<file path="config.mk">
export PLATFORM = sky130hd
export DESIGN_NAME = multicycle_ctrl
export DESIGN_NICKNAME = d
export VERILOG_FILES = /design/src/rtl/multicycle_ctrl.sv
export SDC_FILE = /design/constraint.sdc
export NUM_CORES = 1
export LEC_CHECK = 0
export BUFFER_PORTS_ARGS = -buffer_cell sky130_fd_sc_hd__buf_4
export CAP_MARGIN = 20
export CORE_ASPECT_RATIO = 0.8
export CORE_MARGIN = 1
export CORE_UTILIZATION = 49
export CTS_CLUSTER_SIZE = 14
export DETAILED_ROUTE_END_ITERATION = 8
export GPL_TIMING_DRIVEN = 0
export PLACE_DENSITY = 0.78
export RECOVER_POWER = 100
export SYNTH_ARGS = -nofsm -noshare
export SYNTH_HDL_FRONTEND = slang
export SYNTH_SLANG_ARGS = --single-unit
</file>
<file path="constraint.sdc">
create_clock -name clk -period 2.3 [get_ports clk]
set_input_delay 0 -clock clk [delete_from_list [all_inputs] [get_ports clk]]
set_output_delay 0 -clock clk [all_outputs]
set_load 0.1 [all_outputs]
</file>
<file path="src/rtl/multicycle_ctrl.sv">
// multicycle_ctrl -- main controller of the multicycle MIPS core.
//
// A Moore FSM steps the shared datapath through fetch, decode, execute,
// memory and writeback.  The datapath controls are registered alongside the
// state, so each one is a pure decode of the current state.  The exceptions
// are pcen, which also depends on the live zero flag, and alucontrol, which
// is decoded from the registered aluop and the live funct field.
//
// Optional build macro: MULTICYCLE_BNE_EN
//   defined   -> op 000101 (bne) runs through BNEEX; the PC branches when zero=0
//   undefined -> op 000101 is treated as an undefined opcode
//
// Ports:
//   clk, reset             clock; asynchronous active-high reset
//   op, funct              instruction fields from the IR
//   zero                   ALU zero flag for the current cycle
//   pcen, irwrite          PC and IR register enables
//   memwrite, regwrite     memory write strobe, register-file write enable
//   iord                   memory address select (0=PC, 1=ALUOut)
//   memtoreg, regdst       writeback data / destination register selects
//   alusrca, alusrcb       ALU operand selects
//   pcsrc                  next-PC select (00=ALUResult, 01=ALUOut, 10=jump)
//   extsel                 immediate extension (0=sign, 1=zero)
//   alucontrol             ALU operation
//   state                  current FSM state (debug)
module multicycle_ctrl #(
    parameter int unsigned STATE_W = 4
) (
    input  logic               clk,
    input  logic               reset,
    input  logic [5:0]         op,
    input  logic [5:0]         funct,
    input  logic               zero,
    output logic               pcen,
    output logic               irwrite,
    output logic               memwrite,
    output logic               regwrite,
    output logic               iord,
    output logic               memtoreg,
    output logic               regdst,
    output logic               alusrca,
    output logic [1:0]         alusrcb,
    output logic [1:0]         pcsrc,
    output logic               extsel,
    output logic [2:0]         alucontrol,
    output logic [STATE_W-1:0] state
);

    typedef enum logic [STATE_W-1:0] {
        FETCH   = STATE_W'(0),
        DECODE  = STATE_W'(1),
        MEMADR  = STATE_W'(2),
        MEMRD   = STATE_W'(3),
        MEMWB   = STATE_W'(4),
        MEMWR   = STATE_W'(5),
        RTYPEEX = STATE_W'(6),
        RTYPEWB = STATE_W'(7),
        BEQEX   = STATE_W'(8),
        ADDIEX  = STATE_W'(9),
        ADDIWB  = STATE_W'(10),
        JEX     = STATE_W'(11),
        ORIEX   = STATE_W'(12),
        BNEEX   = STATE_W'(13)
    } state_t;

    typedef struct packed {
        logic       pcwrite;
        logic       branch;
        logic       branchne;
        logic       irwrite;
        logic       memwrite;
        logic       regwrite;
        logic       iord;
        logic       memtoreg;
        logic       regdst;
        logic       alusrca;
        logic [1:0] alusrcb;
        logic [1:0] pcsrc;
        logic       extsel;
        logic [1:0] aluop;
    } ctl_t;

    localparam logic [5:0] OP_LW   = 6'b100011;
    localparam logic [5:0] OP_SW   = 6'b101011;
    localparam logic [5:0] OP_RTYP = 6'b000000;
    localparam logic [5:0] OP_BEQ  = 6'b000100;
    localparam logic [5:0] OP_ADDI = 6'b001000;
    localparam logic [5:0] OP_J    = 6'b000010;
    localparam logic [5:0] OP_ORI  = 6'b001101;
`ifdef MULTICYCLE_BNE_EN
    localparam logic [5:0] OP_BNE  = 6'b000101;
`endif

    state_t st;
    state_t nxt;
    ctl_t   c;

    function automatic ctl_t decode(input state_t s);
        ctl_t d;
        d = '0;
        case (s)
            FETCH:   begin d.irwrite = 1'b1; d.pcwrite = 1'b1; d.alusrcb = 2'b01; end
            DECODE:  d.alusrcb = 2'b11;
            MEMADR:  begin d.alusrca = 1'b1; d.alusrcb = 2'b10; end
            MEMRD:   d.iord = 1'b1;
            MEMWB:   begin d.regwrite = 1'b1; d.memtoreg = 1'b1; end
            MEMWR:   begin d.iord = 1'b1; d.memwrite = 1'b1; end
            RTYPEEX: begin d.alusrca = 1'b1; d.aluop = 2'b10; end
            RTYPEWB: begin d.regwrite = 1'b1; d.regdst = 1'b1; end
            BEQEX:   begin
                d.alusrca = 1'b1; d.aluop = 2'b01; d.pcsrc = 2'b01; d.branch = 1'b1;
            end
            ADDIEX:  begin d.alusrca = 1'b1; d.alusrcb = 2'b10; end
            ADDIWB:  d.regwrite = 1'b1;
            JEX:     begin d.pcsrc = 2'b10; d.pcwrite = 1'b1; end
            ORIEX:   begin
                d.alusrca = 1'b1; d.alusrcb = 2'b10; d.extsel = 1'b1; d.aluop = 2'b11;
            end
`ifdef MULTICYCLE_BNE_EN
            BNEEX:   begin
                d.alusrca = 1'b1; d.aluop = 2'b01; d.pcsrc = 2'b01; d.branchne = 1'b1;
            end
`endif
            default: d = '0;
        endcase
        return d;
    endfunction

    always_comb begin
        nxt = FETCH;
        case (st)
            FETCH:   nxt = DECODE;
            DECODE:  begin
                case (op)
                    OP_LW, OP_SW: nxt = MEMADR;
                    OP_RTYP:      nxt = RTYPEEX;
                    OP_BEQ:       nxt = BEQEX;
                    OP_ADDI:      nxt = ADDIEX;
                    OP_J:         nxt = JEX;
                    OP_ORI:       nxt = ORIEX;
`ifdef MULTICYCLE_BNE_EN
                    OP_BNE:       nxt = BNEEX;
`endif
                    default:      nxt = FETCH;
                endcase
            end
            MEMADR:  nxt = (op == OP_SW) ? MEMWR : MEMRD;
            MEMRD:   nxt = MEMWB;
            RTYPEEX: nxt = RTYPEWB;
            ADDIEX:  nxt = ADDIWB;
            ORIEX:   nxt = ADDIWB;
            default: nxt = FETCH;
        endcase
    end

    // Controls are registered from the decode of the next state, so they
    // always equal decode(st) without a combinational path from st.
    always_ff @(posedge clk or posedge reset) begin
        if (reset) begin
            st <= FETCH;
            c  <= decode(FETCH);
        end else begin
            st <= nxt;
            c  <= decode(nxt);
        end
    end

    always_comb begin
        alucontrol = 3'b010;
        case (c.aluop)
            2'b00: alucontrol = 3'b010;
            2'b01: alucontrol = 3'b110;
            2'b11: alucontrol = 3'b001;
            default: begin
                case (funct)
                    6'b100000: alucontrol = 3'b010;
                    6'b100010: alucontrol = 3'b110;
                    6'b100100: alucontrol = 3'b000;
                    6'b100101: alucontrol = 3'b001;
                    6'b101010: alucontrol = 3'b111;
                    default:   alucontrol = 3'b000;
                endcase
            end
        endcase
    end

    assign pcen     = c.pcwrite | (c.branch & zero) | (c.branchne & ~zero);
    assign irwrite  = c.irwrite;
    assign memwrite = c.memwrite;
    assign regwrite = c.regwrite;
    assign iord     = c.iord;
    assign memtoreg = c.memtoreg;
    assign regdst   = c.regdst;
    assign alusrca  = c.alusrca;
    assign alusrcb  = c.alusrcb;
    assign pcsrc    = c.pcsrc;
    assign extsel   = c.extsel;
    assign state    = st;

endmodule

</file>
### Yosys cells after proc, flatten, opt, wreduce, memory -nomap -nowiden

Cells that the tools add are included.

* output and inout bits: 20
* register bits after elaboration: 20
* memory bits (writable): 0
* bits in read-only memories: 0
* logic and storage cells: 75
* bits in latches: 0
* memories: 0

* reductions and logical operators: 11
* add/subtract/negate cells: 0
* multipliers: 0
* bitwise operators: 2
* div/mod/pow operators: 0
* equal/unequal tests: 30
* mux-type cells: 18
* shift operators: 0
* magnitude comparators: 0

Operator list (count)
* $pmux 4 s6: 2
* $eq 6x6->1 const B: 6
* $eq 4x4->1 const B: 7
* $eq 4x3->1 const B: 5
* $eq 4x2->1 const B: 4
* $eq 6x4->1 const B: 2
* $pmux 2 s3: 2
* $pmux 3 s4: 1
* $mux 1: 10
* $pmux 3 s3: 1
* $eq 4x1->1 const B: 2
* $logic_not 4->1: 2
* $reduce_or 2->1: 4
* $eq 6x2->1 const B: 1
* $eq 6x3->1 const B: 1
* $logic_not 6->1: 1
* $reduce_or 3->1: 2
* $reduce_or 5->1: 1
* $pmux 2 s2: 1
* $mux 3: 1
* $eq 2x1->1 const B: 1
* $eq 2x2->1 const B: 1
* $logic_not 2->1: 1
* $and 1x1->1: 1
* $or 1x1->1: 1

### Longest topological paths before layout

Gate-level depths: netlist of run 1.

* depth in word-level cells: 7
* mapped depth: 7
* mapped depth without buffers: 5

### Worst setup path after synthesis of run 1

Ideal clock, no wire load.

* kind: flip-flop to output port
* from: register c[0] in the netlist's numbering
* to: output port alucontrol[1]
* cell stages (with the launch flop): 4
* path buffers: 0
* arrival: 2633 ps
* required time: 2300 ps
* slack: -333 ps
* cell sequence: dfrtp_1 -> inv_1 -> nand3b_1 -> o21ai_0

* cells in the longest elaborated chain, start to end: 2

RTL lines
* from (decl): line 96 `ctl_t c;`
* from (signal assigned): line 161 `c <= decode(FETCH);`
* from (signal assigned): line 164 `c <= decode(nxt);`
* $eq 2x2->1, or another cell as far along: line 170 `case (c.aluop)`
* $pmux 3 s3 *: line 170
* to (decl): line 45 `output logic [2:0] alucontrol,`

Mark *: on every way between the ends. The rest lies on a longest branch, timed or not.

### Final worst setup path of run 1

* from: register st[0], in the netlist state[0]
* to: register c, in the netlist alusrcb[1]

* cells in the longest elaborated chain, start to end: 6

RTL lines
* from (decl): line 94 `state_t st;`
* from (signal assigned): line 163 `st <= nxt;`
* $eq 4x4->1: line 131 `case (st)`
* $reduce_or 2->1 (no line)
* $pmux 4 s6 *: line 131
* named net nxt[1]: line 95 `state_t nxt;`
* $eq 4x4->1 / $eq 4x2->1 (equally long branches): line 101 `case (s)`
* $reduce_or 3->1 (no line)
* $pmux 2 s3 *: line 101

Mark *: on every way through the listed nets, which the timed path passes. The rest lies on a longest branch.

==> flow_summary.ini, run 1 <==
[worst_setup_path]
startpoint_type = flip-flop
reg2reg_from = state[0]
cp.required_ns = 2.47
reg2reg_setup_slack_ns = 0.28
slowest_stage = or3b_1
r2r-end = alusrcb[1]
rr_worst_depth = 6
cp_cell_sequence = buf_4 > or3b_1 > a41o_1 > nand3_2 > nor4bb_1 > a2111o_1
worstPathArrival_ns = 2.19
crit_fanout = 9
cpPeakStageDelay_ns = 0.43
end_kind = flip-flop
worstSetupPathType = reg -> reg

[logic_synthesis]
synth.distinct_cells = 40
seq_area_frac_synth_pct = 45.33
synth-edff-count = 0
synth_ff_type = dfrtp_1
netlist_instances = 105
yosysTopAreaCellShare_pct = 37.87
yosysWarnings = 0
synth_area_um2 = 1057
yosys.area.top_type = dfrtp_1
synthArstFlopShare_pct = 100.0
yosys-top-cells-area = dfrtp_1, dfstp_2, buf_4
syn_avg_cell_area_um2 = 10.07
ys_ff_latch = 19
synth_nets = 120

[cts]
cts_tree = built
clock_latency_ns = 0.28
clkSinkCount = 19
cts_buffer_depth = 2
clk_pin_slew_ns = 0.09
clockRootBuffer = clkbuf_4
cts_buffers = 3
cts_max_level = 1

[worst_hold_path]
hold_path_class = in -> reg
worstHoldPathCells = 4
min_from = op[5]
holdPathEnd = c[1]

[power]
max-vdd-ir-drop_mv = 0.9606
total_leakage_power_nw = 0.5799
finalPower_mw = 1.737
power_density_nw_per_um2 = 1337

[routing]
num_vias = 942
routed_via_density = 5.641
wire_per_inst_um = 13.46
drt_iter0_markers = 29
antenna_left = 0
wl_mm = 2.247
drt-pass1-iter-count = 4
drcViolationCount = 0

[floorplan]
initial_core_util_pct = 53.89
core_um2 = 1962
die_w_um = 53.94
die_h_um = 43.55
num_rows = 14
dieArea_um2 = 2349
design.portCount = 35

[final_layout]
diodes = 0
final_area_um2 = 1299
final_common_cell = clkbuf_1
area_delta_synth_final_pct = 22.84
fin_util_pct = 66.20
drive_above_1_share_pct = 25.87
nets = 159
layout_common_cells = clkbuf_1, buf_4, dfrtp_1, nor2_1, nor3_1

[global_routing]
top_usage_layer = met2
grt_max_degree = 20
grt_util_met2_pct = 39.75
grt_use_met3_pct = 5.614
overflow = 0
antenna_found_initial = 0
grtUsageTotal_pct = 21.79
grt_pass1_wl_mm = 3.657
grt_pass1_vias = 875
met1_usage_pct = 25.62

[sta]
drv_slew = 0
slew_headroom_pct = 22.10
setup_viol = 0
fin_crit_ns = 2.018
fin_setup_tns_ns = 0
tightest_slew_ns = 1.174
whs_ns = 0.08972
final-hold-violation-count = 0
finClkSkew_ns = 0.001740
rsz0062_at_grt = no
fin_crit_sh_pct = 87.73
max_freq_mhz = 495.6

[placed_design]
place_congestion = 0.7987
detailedPlacementHpwl_mm = 1.696
dpl-instance-area_um2 = 1331
io_buffers = 32

[outcome]
status = completed

[flow_run]
maxCapViolations = 0
cell usage after synthesis (3+ instances only):
library cell / n
buf_4: 8
dfrtp_1: 16
dfstp_2: 3
inv_1: 3
nand2_1: 5
nand3_1: 5
nor2_1: 12
nor3_1: 7
nor3b_1: 3
nor4b_1: 3
xnor2_1: 4
timing repair:
| item | in CTS | in global routing |
|---|---|---|
| endpoints found under the hold margin | 17 | 0 |
| resized for setup | 0 | 0 |
| hold buffers | 2 | 0 |
| setup buffers | 0 | 0 |
final cells by class:
type	count	area, µm²
fillers	168	663.1
flip-flops and latches	19	483.0
multi-input cells	71	470.5
repair buffers	34	185.2
plain buffers	11	86.33
well taps	24	30.03
clock buffers	4	26.28
inverters	4	17.52
worst max path at each step:
stage	from	endpoint	slack [ns]	cells after the start
3_3_place_gp	state[0]	alusrcb[1]	0.34	6
4_1_cts	state[0]	alusrcb[1]	0.31	6
3_5_place_dp	state[0]	alusrcb[1]	0.33	6
2_1_floorplan	state[3]	alusrcb[1]	0.06	5
5_1_grt	state[1]	alusrcb[1]	0.15	7
6_report	state[0]	alusrcb[1]	0.28	6
worst max-delay path, delay by kind of cell, from the launching register on:
| kind | cells | cell delay (ns) |
|---|---|---|
| buffers and inverters | 1 | 0.16 |
| AND/OR/NAND/NOR | 3 | 0.67 |
| AO/OA/AOI/OAI | 2 | 0.66 |
| flip-flops | 1 | 0.41 |
power breakdown:
group | internal [mW] | total [mW] | switching (mW)
clock network | 0.0673 | 0.154 | 0.0871
registers | 0.434 | 0.467 | 0.0331
logic | 0.243 | 1.12 | 0.872
flip-flops by register name (all words and copies together) (netlist names):
| register | cells |
|---|---|
| alusrca | 1 |
| memtoreg | 1 |
| extsel | 1 |
| memwrite | 1 |
| state | 4 |
| pcsrc | 2 |
| regdst | 1 |
| iord | 1 |
| irwrite | 1 |
| alusrcb | 2 |
| c | 3 |
| regwrite | 1 |
cells by family (layout without fill, tap and decap cells):
kind of cell / after synthesis / in the layout / synth area share [%]
AND/OR/NAND/NOR: 50 / 50 / 27.22
flip-flops: 19 / 19 / 45.33
AO/OA/AOI/OAI: 16 / 16 / 13.37
buffers and inverters: 15 / 53 / 9.941
XOR/XNOR: 5 / 5 / 4.142
routing by layer:
metal	vias up	part of all wire, %
met5	-	0
met4	0	0
met3	0	6.7
met2	38	51
met1	454	43
li1	450	-
through the flow:
step	cells	setup WS, ns
finish	167	0.2823
global placement	161	0.3426
floorplan	105	0.05622
detailed placement	161	0.3306
global route	167	0.1516
CTS	167	0.3124
(Power assumes the default switching activity.)
==> run 2, diff against run 1 <==
--- a/config.mk
+++ b/config.mk
@@ -5,15 +5,14 @@
 export SDC_FILE = /design/constraint.sdc
 export NUM_CORES = 1
 export LEC_CHECK = 0
-export BUFFER_PORTS_ARGS = -buffer_cell sky130_fd_sc_hd__buf_4
 export CAP_MARGIN = 20
 export CORE_ASPECT_RATIO = 0.8
 export CORE_MARGIN = 1
-export CORE_UTILIZATION = 49
+export CORE_UTILIZATION = 50
 export CTS_CLUSTER_SIZE = 14
 export DETAILED_ROUTE_END_ITERATION = 8
+export DONT_BUFFER_PORTS = 1
 export GPL_TIMING_DRIVEN = 0
-export PLACE_DENSITY = 0.78
 export RECOVER_POWER = 100
 export SYNTH_ARGS = -nofsm -noshare
 export SYNTH_HDL_FRONTEND = slang
==> flow_summary.ini, run 2 (synthesis results as in run 1) <==
[outcome]
status = completed

[worst_setup_path]
worstPathArrival_ns = 2.40
cpLargestDelayFamily = compound AO/OA/AOI/OAI gates
reg2reg_setup_slack_ns = 0.07
crit_buf_inv = 1
cpPeakStageDelay_ns = 0.63
r2r-end = alusrcb[1]
crit_fanout = 9
reg2reg_from = state[0]
startpoint_type = flip-flop
worstSetupPathType = reg -> reg
end_kind = flip-flop
cp_cell_sequence = buf_6 > or3b_4 > a41o_1 > nand3_4 > nor4bb_1 > a2111o_1
cp.depth = 6
cp.required_ns = 2.47
slowest_stage = dfrtp_4
rr_worst_depth = 6

[global_routing]
grtUsageTotal_pct = 18.11
grt_pass1_vias = 666
grt_pass1_wl_mm = 2.960
antenna_found_initial = 0
overflow = 0
grt_max_degree = 20

[floorplan]
design.portCount = 35
num_rows = 14
initial_core_util_pct = 54.87
die_h_um = 43.13
dieArea_um2 = 2304
die_w_um = 53.41
core_um2 = 1927

[sta]
drv_slew = 0
tightest_slew_ns = 1.165
finClkSkew_ns = 0.003752
fin_setup_tns_ns = 0
slew_headroom_pct = 22.64
max_freq_mhz = 448.8
fin_crit_sh_pct = 96.89
fin_crit_ns = 2.228
final-hold-violation-count = 0
setup_viol = 0

[placed_design]
place_inst = 129
io_buffers = 0
detailedPlacementHpwl_mm = 1.394
place_congestion = 0.7284

[final_layout]
nets = 132
layout_common_cells = nor2_1, dfrtp_1, nor3_1, buf_4
drive_above_1_share_pct = 25.86
diodes = 0
area_delta_synth_final_pct = 13.61
nFillCells = 172
fin_cells = 140
largest_reg_flops = 4

[power]
max-vdd-ir-drop_mv = 0.9410
total_leakage_power_nw = 0.5209
seq_power_share_pct = 50.9
combPwrFrac_pct = 40.0
p_sw_share_pct = 57.19
switching_power_mw = 0.9789
p_int_mw = 0.7327
power_density_nw_per_um2 = 1425
clkPwrFrac_pct = 9.2

[worst_hold_path]
holdPathEnd = memwrite
worstHoldPathCells = 3
min_from = op[4]
hold_path_class = in -> reg

[routing]
wire_per_inst_um = 14.10
drt_iter0_markers = 12
antenna_left = 0
drt-pass1-iter-count = 4
num_vias = 814
drcViolationCount = 0
wl_mm = 1.974
routed_via_density = 5.814

[cts]
clkSinkCount = 19
cts_tree = built
cts_buffers = 3
cts_buffer_depth = 2
clock_latency_ns = 0.28
clk_pin_slew_ns = 0.10
cts_max_level = 1
clockRootBuffer = clkbuf_4

[flow_run]
maxCapViolations = 0
==> run 2: final cells by class <==
type	instances	area (µm²)	share of cell area, %
clock buffers	4	26.28	2.188
inverters	4	17.52	1.458
well taps	24	30.03	2.500
repair buffers	7	60.06	5.000
multi-input cells	71	496.7	41.35
flip-flops and latches	19	491.7	40.94
plain buffers	11	78.83	6.563
==> run 2: worst max path at each step <==
stage               startpoint         end  slack, ns
finish                state[0]  alusrcb[1]       0.07
floorplan             state[3]  alusrcb[1]       0.06
global placement      state[3]  alusrcb[1]      -0.07
detailed placement    state[3]  alusrcb[1]       -0.1
CTS                   state[0]  alusrcb[1]       0.01
global route          state[2]  alusrcb[1]     -0.004
==> run 2: what timing repair did <==
action                     4_1_cts  5_1_grt
setup endpoints to repair        1        2
gates cloned                     0        0
hold endpoints to repair        18        0
hold buffers                     3        0
buffers inserted                 0        4
gates resized for setup          2        6
==> run 2: tightest hold or removal path, delay by kind of cell <==
family / cells / cell delay (ns)
simple gates: 3 / 0.28
==> run 2: metrics by stage <==
stage	worst slack, ns	power (mW)	hold WS, ns	utilization (%)	instance area, µm²
2_1_floorplan	0.05622	1.446	-0.05130	-	1061
3_3_place_gp	-0.07031	1.508	0.02496	56.62	1091
3_5_place_dp	-0.09719	1.520	0.03246	57.14	1101
4_1_cts	0.01199	1.687	0.0009776	60.26	1161
5_1_grt	-0.004258	1.796	0.03281	62.34	1201
6_report	0.07162	1.712	0.02471	62.34	1201
==> run 2: power groups by stage <==
stage	Sequential, mW	Clock, mW	Combinational, mW
after CTS	0.867	0.164	0.656
final	0.871	0.157	0.684
after global routing	0.882	0.178	0.735
after global placement	0.868	0	0.640
after floorplan	0.858	0	0.588
after detailed placement	0.869	0	0.651
==> run 2: layer usage <==
metal / global-route usage, % / up-vias / part of all wire, %
met5: 0 / - / 0
met4: 3.158 / 0 / 0
met3: 7.885 / 0 / 7.8
met2: 25.25 / 35 / 46
met1: 26.02 / 391 / 46
li1: - / 388 / -
==> run 3, diff against run 2 <==
--- a/config.mk
+++ b/config.mk
@@ -9,6 +9,7 @@
 export CORE_ASPECT_RATIO = 0.8
 export CORE_MARGIN = 1
 export CORE_UTILIZATION = 50
+export CTS_BUF_LIST = sky130_fd_sc_hd__clkbuf_4 sky130_fd_sc_hd__clkbuf_8
 export CTS_CLUSTER_SIZE = 14
 export DETAILED_ROUTE_END_ITERATION = 8
 export DONT_BUFFER_PORTS = 1
==> flow_summary.ini, run 3 (synthesis results as in run 1) <==
[outcome]
status = completed

[worst_setup_path]
reg2reg_setup_slack_ns = 0.07
startpoint_type = flip-flop
cpLargestDelayFamily = compound AO/OA/AOI/OAI gates
crit_buf_inv = 1
worstSetupPathType = reg -> reg
slowest_stage = dfrtp_4
worstPathArrival_ns = 2.40
crit_fanout = 9
cpPeakStageDelay_ns = 0.63
cp_cell_sequence = buf_6 > or3b_4 > a41o_1 > nand3_4 > nor4bb_1 > a2111o_1
cp.required_ns = 2.47
end_kind = flip-flop

[final_layout]
nets = 132
area_delta_synth_final_pct = 13.96
nFillCells = 173
fin_util_pct = 62.53
diodes = 0
regArea_um2 = 491.7
drive_above_1_share_pct = 26.72
largest_reg_flops = 4
multi_input_area_um2 = 496.7
layout_common_cells = nor2_1, dfrtp_1, nor3_1, buf_4, clkbuf_4

[global_routing]
antenna_found_initial = 0
grt_pass1_wl_mm = 2.973
grtUsageTotal_pct = 18.19
grt_max_degree = 20
overflow = 0
grt_pass1_vias = 661

[sta]
fin_crit_sh_pct = 96.88
setup_viol = 0
tightest_slew_ns = 1.165
final-hold-violation-count = 0
setup_slack_ns = 0.07169
drv_slew = 0
finClkSkew_ns = 0.003575
max_freq_mhz = 448.8
slew_headroom_pct = 22.64
fin_crit_ns = 2.228

[power]
p_int_mw = 0.7445
switching_power_mw = 0.9789
combPwrFrac_pct = 39.7
clkPwrFrac_pct = 9.8
seq_power_share_pct = 50.5
p_sw_share_pct = 56.80
max-vdd-ir-drop_mv = 0.9409
power_density_nw_per_um2 = 1430
total_leakage_power_nw = 0.5244

[floorplan]
die_h_um = 43.13
die_w_um = 53.41
design.portCount = 35
initial_core_util_pct = 54.87
core_um2 = 1927
dieArea_um2 = 2304
num_rows = 14

[routing]
drt-pass1-iter-count = 4
antenna_left = 0
drcViolationCount = 0
drt_iter0_markers = 12
wl_mm = 1.973
routed_via_density = 5.821
num_vias = 815
wire_per_inst_um = 14.09

[cts]
cts_tree = built
clk_pin_slew_ns = 0.10
cts_buffers = 3
clkSinkCount = 19
cts_buffer_depth = 2
cts_max_level = 1
clockRootBuffer = clkbuf_4
clock_latency_ns = 0.28

[flow_run]
maxCapViolations = 0

[worst_hold_path]
hold_path_class = in -> reg

[placed_design]
io_buffers = 0
detailedPlacementHpwl_mm = 1.394
dp_slack_ns = -0.09719
place_congestion = 0.7284
run 3: changes by cell type in the layout (fill, tap and decap cells not counted):
| cell | previous run | this run |
|---|---|---|
| clkbuf_4 | 5 | 6 |
| clkbuf_1 | 5 | 4 |
run 3: worst min-delay path, stage by stage:
cell	delay, ns
nor2_1	0.05
nand3_1	0.16
nor3_1	0.07
run 3: path summary, 6_finish.rpt:
path / endpoint / cells past startpoint / from
max: alusrcb[1] / 6 / state[0]
min: memwrite / 3 / op[4]
max reg2reg: alusrcb[1] / 6 / state[0]
min reg2reg: memtoreg / 1 / state[3]
max in group asynchronous: state[1] / 2 / reset
min in group asynchronous: regwrite / 2 / reset
run 3: cell type report:
class / instances / share of cell area, %
Multi-Input combinational cell: 71 / 41.23
Sequential cell: 19 / 40.81
Buffer: 11 / 6.542
Timing Repair Buffer: 7 / 4.984
Clock buffer: 4 / 2.492
Tap cell: 24 / 2.492
Inverter: 4 / 1.454
run 3: per-stage QoR:
stage | TNS, ns | cells | total power, mW | cell area (µm²) | hold slack [ns]
floorplan | 0 | 105 | 1.446 | 1061 | -0.05130
global placement | -0.07031 | 129 | 1.508 | 1091 | 0.02496
detailed placement | -0.09719 | 129 | 1.520 | 1101 | 0.03246
CTS | 0 | 136 | 1.699 | 1165 | 0.0009776
global route | -0.0002220 | 140 | 1.810 | 1205 | 0.03281
finish | 0 | 140 | 1.723 | 1205 | 0.02479
run 3: repair_timing:
item                                    in CTS  in global routing
pin swaps                                    0                  0
hold buffers                                 3                  0
hold endpoints to repair                    18                  0
gates resized for setup                      2                  6
setup buffers                                0                  4
endpoints found under the setup margin       1                  2
run 3: per-layer routing:
metal / vias up / wire (µm) / track usage (%)
li1: 389 / - / -
met1: 384 / 906 / 26.47
met2: 40 / 898 / 25.00
met3: 2 / 163 / 7.885
met4: 0 / 5 / 3.158
met5: - / 0 / 0
run 3: power groups by stage:
stage | combinational, mW | sequential [mW] | clock, mW
floorplan | 0.588 | 0.858 | 0
global placement | 0.640 | 0.868 | 0
detailed placement | 0.651 | 0.869 | 0
CTS | 0.656 | 0.867 | 0.176
global route | 0.735 | 0.882 | 0.192
finish | 0.684 | 0.871 | 0.169
